<file path="src/rtl/event_readout_ctrl.sv">
// Event readout controller: captures a 16x64 sample window from the sampler
// and streams it as a 34-word frame (header, 32 data words, trailer).
module event_readout_ctrl #(
    parameter int unsigned ACK_TIMEOUT = 1024,
    parameter logic [15:0] HDR_MARK    = 16'hE7E7,
    parameter logic [15:0] TRL_MARK    = 16'h7E7E
) (
    input  logic              clk,
    input  logic              reset,
    input  logic              enable,
    input  logic              event_ready,
    input  logic [15:0][63:0] evento,
    output logic              event_saved,
    output logic [31:0]       m_tdata,
    output logic              m_tvalid,
    input  logic              m_tready,
    output logic              m_tlast,
    output logic [31:0]       event_count,
    output logic              ack_err,
    output logic              busy
);
    localparam int unsigned NUM_CH = 16;
    localparam int unsigned WORD_W = 5;
    // Counter only needs to reach ACK_TIMEOUT-1; the exit fires on that value
    localparam int unsigned ACK_W  = (ACK_TIMEOUT < 2) ? 1 : $clog2(ACK_TIMEOUT);
    localparam logic [WORD_W-1:0] LAST_WORD = WORD_W'(31);

    typedef enum logic [2:0] {
        IDLE,
        ACK,
        SEND_HDR,
        SEND_DATA,
        SEND_TRL
    } state_t;

    state_t              state_q, state_d;
    logic                rdy_meta_q, rdy_meta_d;
    logic                rdy_s_q, rdy_s_d;
    logic                armed_q, armed_d;
    logic [ACK_W-1:0]    ack_cnt_q, ack_cnt_d;
    logic [WORD_W-1:0]   word_q, word_d;
    logic [15:0][63:0]   buf_q, buf_d;
    logic [15:0]         hit_mask_q, hit_mask_d;
    logic                event_saved_q, event_saved_d;
    logic                m_tvalid_q, m_tvalid_d;
    logic [31:0]         m_tdata_q, m_tdata_d;
    logic                m_tlast_q, m_tlast_d;
    logic [31:0]         event_count_q, event_count_d;
    logic                ack_err_q, ack_err_d;
    logic                busy_q, busy_d;

    logic                accept;
    logic [WORD_W-1:0]   nxt_w;
    logic [63:0]         nxt_ch;
    logic [31:0]         data_nxt;

    // Next data word: first data word after the header, else the one after word_q
    always_comb begin
        accept   = m_tvalid_q && m_tready;
        nxt_w    = (state_q == SEND_HDR) ? '0 : word_q + WORD_W'(1);
        nxt_ch   = buf_q[nxt_w[4:1]];
        data_nxt = nxt_w[0] ? nxt_ch[63:32] : nxt_ch[31:0];
    end

    // Next-state and registered-output logic
    always_comb begin
        state_d       = state_q;
        rdy_meta_d    = event_ready;
        rdy_s_d       = rdy_meta_q;
        armed_d       = armed_q;
        ack_cnt_d     = ack_cnt_q;
        word_d        = word_q;
        buf_d         = buf_q;
        hit_mask_d    = hit_mask_q;
        event_saved_d = event_saved_q;
        m_tvalid_d    = m_tvalid_q;
        m_tdata_d     = m_tdata_q;
        m_tlast_d     = m_tlast_q;
        event_count_d = event_count_q;
        ack_err_d     = ack_err_q;

        // A low ready re-arms capture, so a stuck-high ready is taken only once
        if (!rdy_s_q) begin
            armed_d = 1'b1;
        end

        case (state_q)
            IDLE: begin
                if (enable && rdy_s_q && armed_q) begin
                    state_d       = ACK;
                    buf_d         = evento;
                    for (int c = 0; c < int'(NUM_CH); c++) begin
                        hit_mask_d[c] = |evento[c];
                    end
                    event_saved_d = 1'b1;
                    ack_cnt_d     = '0;
                end
            end
            ACK: begin
                if (!rdy_s_q || ack_cnt_q == ACK_W'(ACK_TIMEOUT - 1)) begin
                    state_d       = SEND_HDR;
                    event_saved_d = 1'b0;
                    m_tvalid_d    = 1'b1;
                    m_tlast_d     = 1'b0;
                    m_tdata_d     = {HDR_MARK, event_count_q[15:0]};
                    ack_cnt_d     = '0;
                    if (rdy_s_q) begin
                        ack_err_d = 1'b1;
                        armed_d   = 1'b0;
                    end
                end else begin
                    ack_cnt_d = ack_cnt_q + ACK_W'(1);
                end
            end
            SEND_HDR: begin
                if (accept) begin
                    state_d   = SEND_DATA;
                    word_d    = '0;
                    m_tdata_d = data_nxt;
                end
            end
            SEND_DATA: begin
                if (accept) begin
                    if (word_q == LAST_WORD) begin
                        state_d   = SEND_TRL;
                        m_tdata_d = {TRL_MARK, hit_mask_q};
                        m_tlast_d = 1'b1;
                    end else begin
                        word_d    = word_q + WORD_W'(1);
                        m_tdata_d = data_nxt;
                    end
                end
            end
            SEND_TRL: begin
                if (accept) begin
                    state_d       = IDLE;
                    m_tvalid_d    = 1'b0;
                    m_tlast_d     = 1'b0;
                    m_tdata_d     = '0;
                    event_count_d = event_count_q + 32'd1;
                end
            end
            default: begin
                state_d = IDLE;
            end
        endcase

        busy_d = (state_d != IDLE);
    end

    // State and output registers with synchronous reset
    always_ff @(posedge clk) begin
        if (reset) begin
            state_q       <= IDLE;
            rdy_meta_q    <= 1'b0;
            rdy_s_q       <= 1'b0;
            armed_q       <= 1'b1;
            ack_cnt_q     <= '0;
            word_q        <= '0;
            buf_q         <= '0;
            hit_mask_q    <= '0;
            event_saved_q <= 1'b0;
            m_tvalid_q    <= 1'b0;
            m_tdata_q     <= '0;
            m_tlast_q     <= 1'b0;
            event_count_q <= '0;
            ack_err_q     <= 1'b0;
            busy_q        <= 1'b0;
        end else begin
            state_q       <= state_d;
            rdy_meta_q    <= rdy_meta_d;
            rdy_s_q       <= rdy_s_d;
            armed_q       <= armed_d;
            ack_cnt_q     <= ack_cnt_d;
            word_q        <= word_d;
            buf_q         <= buf_d;
            hit_mask_q    <= hit_mask_d;
            event_saved_q <= event_saved_d;
            m_tvalid_q    <= m_tvalid_d;
            m_tdata_q     <= m_tdata_d;
            m_tlast_q     <= m_tlast_d;
            event_count_q <= event_count_d;
            ack_err_q     <= ack_err_d;
            busy_q        <= busy_d;
        end
    end

    assign event_saved = event_saved_q;
    assign m_tvalid    = m_tvalid_q;
    assign m_tdata     = m_tdata_q;
    assign m_tlast     = m_tlast_q;
    assign event_count = event_count_q;
    assign ack_err     = ack_err_q;
    assign busy        = busy_q;

endmodule

</file>
<file path="config.mk">
export PLATFORM = sky130hd
export DESIGN_NAME = event_readout_ctrl
export DESIGN_NICKNAME = d
export VERILOG_FILES = /design/src/rtl/event_readout_ctrl.sv
export SDC_FILE = /design/constraint.sdc
export NUM_CORES = 2
export LEC_CHECK = 0
export CAP_MARGIN = 20
export CORE_AREA = 2 2 431 433
export CTS_CLUSTER_DIAMETER = 60
export CTS_CLUSTER_SIZE = 16
export DETAILED_ROUTE_END_ITERATION = 12
export DIE_AREA = 0 0 433 435
export PLACE_DENSITY = 0.45
export SLEW_MARGIN = 20
export SYNTH_ARGS = -nofsm -noshare
export SYNTH_HDL_FRONTEND = slang
export SYNTH_SLANG_ARGS = --single-unit
</file>
<file path="constraint.sdc">
create_clock -name clk -period 5.4 [get_ports clk]
set_input_delay 0.81 -clock clk [delete_from_list [all_inputs] [get_ports clk]]
set_output_delay 0.81 -clock clk [all_outputs]
set_load 0.03 [all_outputs]
</file>
Yosys cells after proc, flatten, opt, wreduce, memory -nomap -nowiden
Index checks and enable logic that the tools add are counted.
- bits in latches: 0
- bits in registers: 1130
- input port bits: 1029
- memory bits (read-only): 0
- memories kept: 0
- memory bits (writable): 0
- bitwise gates (word level): 0
- add/sub/neg operators: 3
- div/mod/pow operators: 0
- multiplexer cells: 37
- multiply operators: 0
- order comparisons: 1
- eq/ne operators: 13
- reduce and logical (&&, ||, !) cells: 37
- shifts and indexed selects: 0
- operators with widths (operator ; number):
    OR reduction 64 bit ; 16
    binary-select mux 64 bit (select 4 bit) ; 1
    two-way mux 32 bit ; 6
    one-hot mux 32 bit (4 select lines) ; 1
    two-way mux 64 bit ; 1
    adder 32 x 1 -> 32 bit, second input constant ; 1
    two-way mux 10 bit ; 2
    two-way mux 5 bit ; 4
    one-hot mux 10 bit (2 select lines) ; 1
    two-way mux 3 bit ; 6
    one-hot mux 3 bit (5 select lines) ; 1
    inequality test 2 bit, second input constant ; 7
    adder 10 x 1 -> 10 bit, second input constant ; 1
    == test 10 bit, second input constant ; 1
    two-way mux 1 bit ; 10
    one-hot mux 5 bit (2 select lines) ; 1
    AND reduction 5 bit ; 2
    AND reduction 3 bit ; 3
    == test 3 x 2 -> 1 bit, second input constant ; 2
    AND reduction 2 bit ; 3
    nonzero test 2 bit ; 3
    nonzero test 3 bit ; 2
    adder 5 x 1 -> 5 bit, second input constant ; 1
    == test 5 bit, second input constant ; 1
    other kinds (11) ; 14

Depth between registers and ports, before layout
- depth in word-level cells: 8
- gate-level depth with buffers: 12

Worst setup path after synthesis
OpenSTA, ideal clock, no wires.
- path type: reg2reg
- from: reg word_q[1]
- to: reg m_tdata_q[15] (netlist: m_tdata[15])
- clock period less this slack: 2.676 ns
- setup time: 0.141 ns
- data required time: 5.259 ns
- buffers on the path: 2
- arrival: 2.535 ns
- setup slack: 2.724 ns
- cell stages (with the launch flop): 13
- cells stage by stage: dfxtp_1 > ha_1 > and3_1 > ha_1 > inv_1 > nor2_1 > buf_2 > nor2_1 > nand2_1 > clkbuf_1 > a211oi_1 > a2111oi_2 > a41oi_1
- word-level cells in the longest chain between the ends: 8
- ends and longest elaborated chain (element ; line ; source):
    start: declaration ; 41 ; logic [WORD_W-1:0] word_q, word_d;
    start signal: assignment ; 175 ; word_q <= word_d;
    adder 5 x 1 -> 5 bit ; 60 ; nxt_w = (state_q == SEND_HDR) ? '0 : word_q + WORD_W'(1);
    two-way mux 5 bit ; 60 ;
    binary-select mux 64 bit (select 4 bit) ; 61 ; nxt_ch = buf_q[nxt_w[4:1]];
    two-way mux 64 bit (implied by the code) ; 61 ;
    two-way mux 32 bit ; 62 ; data_nxt = nxt_w[0] ? nxt_ch[63:32] : nxt_ch[31:0];
    two-way mux 32 bit ; 124 ; if (word_q == LAST_WORD) begin
    two-way mux 32 bit ; 123 ; if (accept) begin
    one-hot mux 32 bit (4 select lines) * ; 87 ; case (state_q)
    end signal: assignment ; 180 ; m_tdata_q <= m_tdata_d;
    end: declaration ; 46 ; logic [31:0] m_tdata_q, m_tdata_d;
Every way passes the cells marked *; elsewhere a longest branch is shown, timed or not. The select of a mux whose other input is x is not followed.
A chain may end at the register's enable or synchronous reset.

Worst setup path after layout
- from: reg word_q[0]
- to: reg m_tdata_q[25] (netlist: m_tdata[25])
The elaborated chain is that of the path after synthesis.

==> metrics.md <==
| Metric | Value |
|---|---|
| Outcome | `finished, final reports clean` |
| CTS Sinks | `1130` |
| Largest net degree at the start of global routing | `219` |
| Post-DR vias/cell | `between 5 and 6` |
| Yosys warns | `0` |
| Count leader, synth | `nand2_1` |
| Routability cong. | `about 1.0` |
| Achievable Freq | `0.219 GHz` |
| Post-synth top area cell | `dfxtp_1` |
| Tcrit/Tclk final | `between 80% and 90%` |
| Post-Layout Inst Area | `between 60000 and 70000 um2` |
| Setup crit end kind | `flop` |
| VDD IR max | `around 0.24 mV` |
| Cells after Synth | `between 6000 and 7000` |
| Slew HR | `~17%` |
| Initial Utilization | `roughly 28%` |
| Post-CTS Setup Inserts | `0` |
| Req. time, crit path | `~6.1 ns` |
| Clk buf depth | `3` |
| Mapped Nets | `between 7000 and 8000` |
| Area grow syn2layout | `34.7%` |
| Initial antenna violation count | `25` |
| Slew at the pin with the worst max-slew slack | `1.24 ns` |
| Core Footprint | `approximately 180000 um2` |
| Distinct cell type count after synthesis | `83` |
| Fin nets | `8516` |
| Startpoint types | `flop` |
| Crit Path Class | `flop to flop` |
| Clk root buf | `clkbuf_16` |
| Avg Cell Area, Syn | `between 7 and 8 um2` |
| Critical Path Fanout Max | `55` |
| Setup TNS Final | `0 ns` |
| Pre-antenna DRT Iters | `10` |
| Die height | `approximately 440 um` |
| First-pass GRT wire length | `roughly 440 mm` |
| Synth top area share | `between 40 and 50%` |
| Max-cap violations | `0` |
| Grt ovf | `0` |
| DRT iter0 DRCs | `between 6000 and 7000` |
| Placed cell areas | `63900 um2` |
| Post_cts resized | `0` |
| DRT Wirelength | `roughly 330 mm` |
| Pre-CTS WS | `~0.85 ns` |
| Top area cells in the synthesized netlist | `dfxtp_1 (45%), nand2_1 (18%), a21oi_1 (11%)` |
| Vias | `55700` |
| Max-slew violation count | `0` |
| Setup repair after global routing missed its margin | `false` |
| Hold Fails Final Rpt | `0` |
| Full die area | `188000 um2` |
| Synth cell count leaders | `nand2_1 (2378), dfxtp_1 (1130), a21oi_1 (1095)` |
| Pwr Density | `just under 300 nW/um2` |
| Utilization after layout | `37.1%` |
| Fin crit period | `about 4.6 ns` |
| Top_reg_cell synth | `dfxtp_1` |
| Fillers | `a little under 20000` |
| Synth Cell Area | `between 50000 and 60000 um2` |
| Sequential-to-total area share from yosys stat | `44.7%` |
| CTS tree | `yes` |
| Vias in the first global route | `53100` |
| Die Wd | `roughly 430 um` |
| Synth async-reset ratio | `0%` |
| I/O pin count | `approximately 1100` |
| Lkg Pwr | `21.9 nW` |
| Final worst setup slack | `approximately 0.84 ns` |
| I/O Buffers | `1097` |
| H-tree depth | `3` |
| Worst min path class | `flop to flop` |
| Post-DRT Antenna Nets | `0` |
| Hold-fix buffers, CTS | `0` |
| Reg clk slew, reported paths | `~0.07 ns` |
| Core Rows | `~160` |
| DRC | `0` |
| DR WL/cell | `roughly 33 um` |
| EDFF count, synth | `0` |
| GRT Util Overall | `between 30% and 40%` |
| TritonCTS Buffers | `~120` |
| Setup violations, final | `0` |
| Worst-skew pair later-pin latency | `0.77 ns` |
| CP arrival | `roughly 5.2 ns` |
| Share of cells above drive strength 1 | `roughly 6.5%` |
| Hold Slack | `0.452 ns` |
| Detailed Place HPWL | `approximately 260 mm` |
| #FFs+latches synth | `between 1000 and 1500` |
| Final Skew | `0.0386 ns` |
-- cell usage in the layout (no fill, tap or decap), drive strengths merged, types with 64 or more instances in the layout --
cell / n
a211oi: 89
a21oi: 1096
buf: 117
clkbuf: 135
clkdlybuf4s50: 1096
dfxtp: 1130
mux2: 64
mux2i: 77
nand2: 2379
nand3: 82
nand4: 80
nor2: 165
nor4: 277
o21ai: 76
-- worst paths after layout --
path	depth (start not counted)	to	from	slack, ns
max	8	m_tdata[25]	word_q[0]	0.84
min	2	buf_q[766]	buf_q[766]	0.45
max reg2reg	8	m_tdata[25]	word_q[0]	0.84
min reg2reg	2	buf_q[766]	buf_q[766]	0.45
-- metrics by stage --
stage / power, mW / instances
2_1_floorplan: 9.30 / 6683
3_3_place_gp: 10.8 / 9838
3_5_place_dp: 10.8 / 9840
4_1_cts: 19.9 / 10100
5_1_grt: 20.3 / 10100
6_report: 19.9 / 10100
-- metal layers --
metal  GRT usage [%]  vias to the layer above  wire (um)
li1                -                    24900          -
met2            54.8                     2482     155000
met5               0                        -         57
met3            4.64                      469      21900
met1            44.1                    27800     139000
met4            16.1                        8      17800
-- kinds of logic (layout without fill, tap and decap cells) --
| kind of cell | after synthesis | after routing | share of synthesized area, % |
|---|---|---|---|
| AOI/OAI and AO/OA | 1600 | 1600 | 18.5 |
| xor gates and xnor gates | 28 | 28 | 0.499 |
| other | 0 | 13 | 0 |
| muxes | 192 | 192 | 5.21 |
| adders and majority gates | 4 | 4 | 0.0988 |
| DFF | 1130 | 1130 | 44.7 |
| and+or+nand+nor | 3179 | 3179 | 26.5 |
| buffers and inverters | 550 | 1450 | 4.48 |
-- cell type report --
cell class	count	area, um2	area share (%)
antenna	13	32.5	0.0477
timing repair buffer	1213	12200	17.9
clock buffer	135	3190	4.68
inverter	14	55.1	0.0807
sequential	1130	22600	33.2
multi-input combinational	5003	25900	38.0
clock inverter	88	1130	1.66
tap	2480	3100	4.55
-- worst max-delay path: stages, from the launching register on --
cell and delay [ns]:
dfxtp_1 0.73, ha_4 0.66, inv_4 0.37, nor2_4 0.57, buf_12 0.38, a21oi_1 0.08, a221oi_1 0.97, o32ai_1 0.21
a2111oi_2 0.38
-- sequential cells by signal (all words and copies together), names as in the netlist, 3 cells and up --
register,count
hit_mask_q,16
word_q,5
event_count,32
buf_q,1024
ack_cnt_q,10
m_tdata,32
state_q,3
-- power breakdown --
group | total (mW) | leakage [nW] | switching [mW] | internal, mW
combinational | 2.00 | 10.7 | 1.10 | 0.895
sequential | 8.66 | 9.14 | 0.154 | 8.50
clock | 9.24 | 2.09 | 4.21 | 5.03
total | 19.9 | 21.9 | 5.47 | 14.4
(Power assumes the default switching activity.)
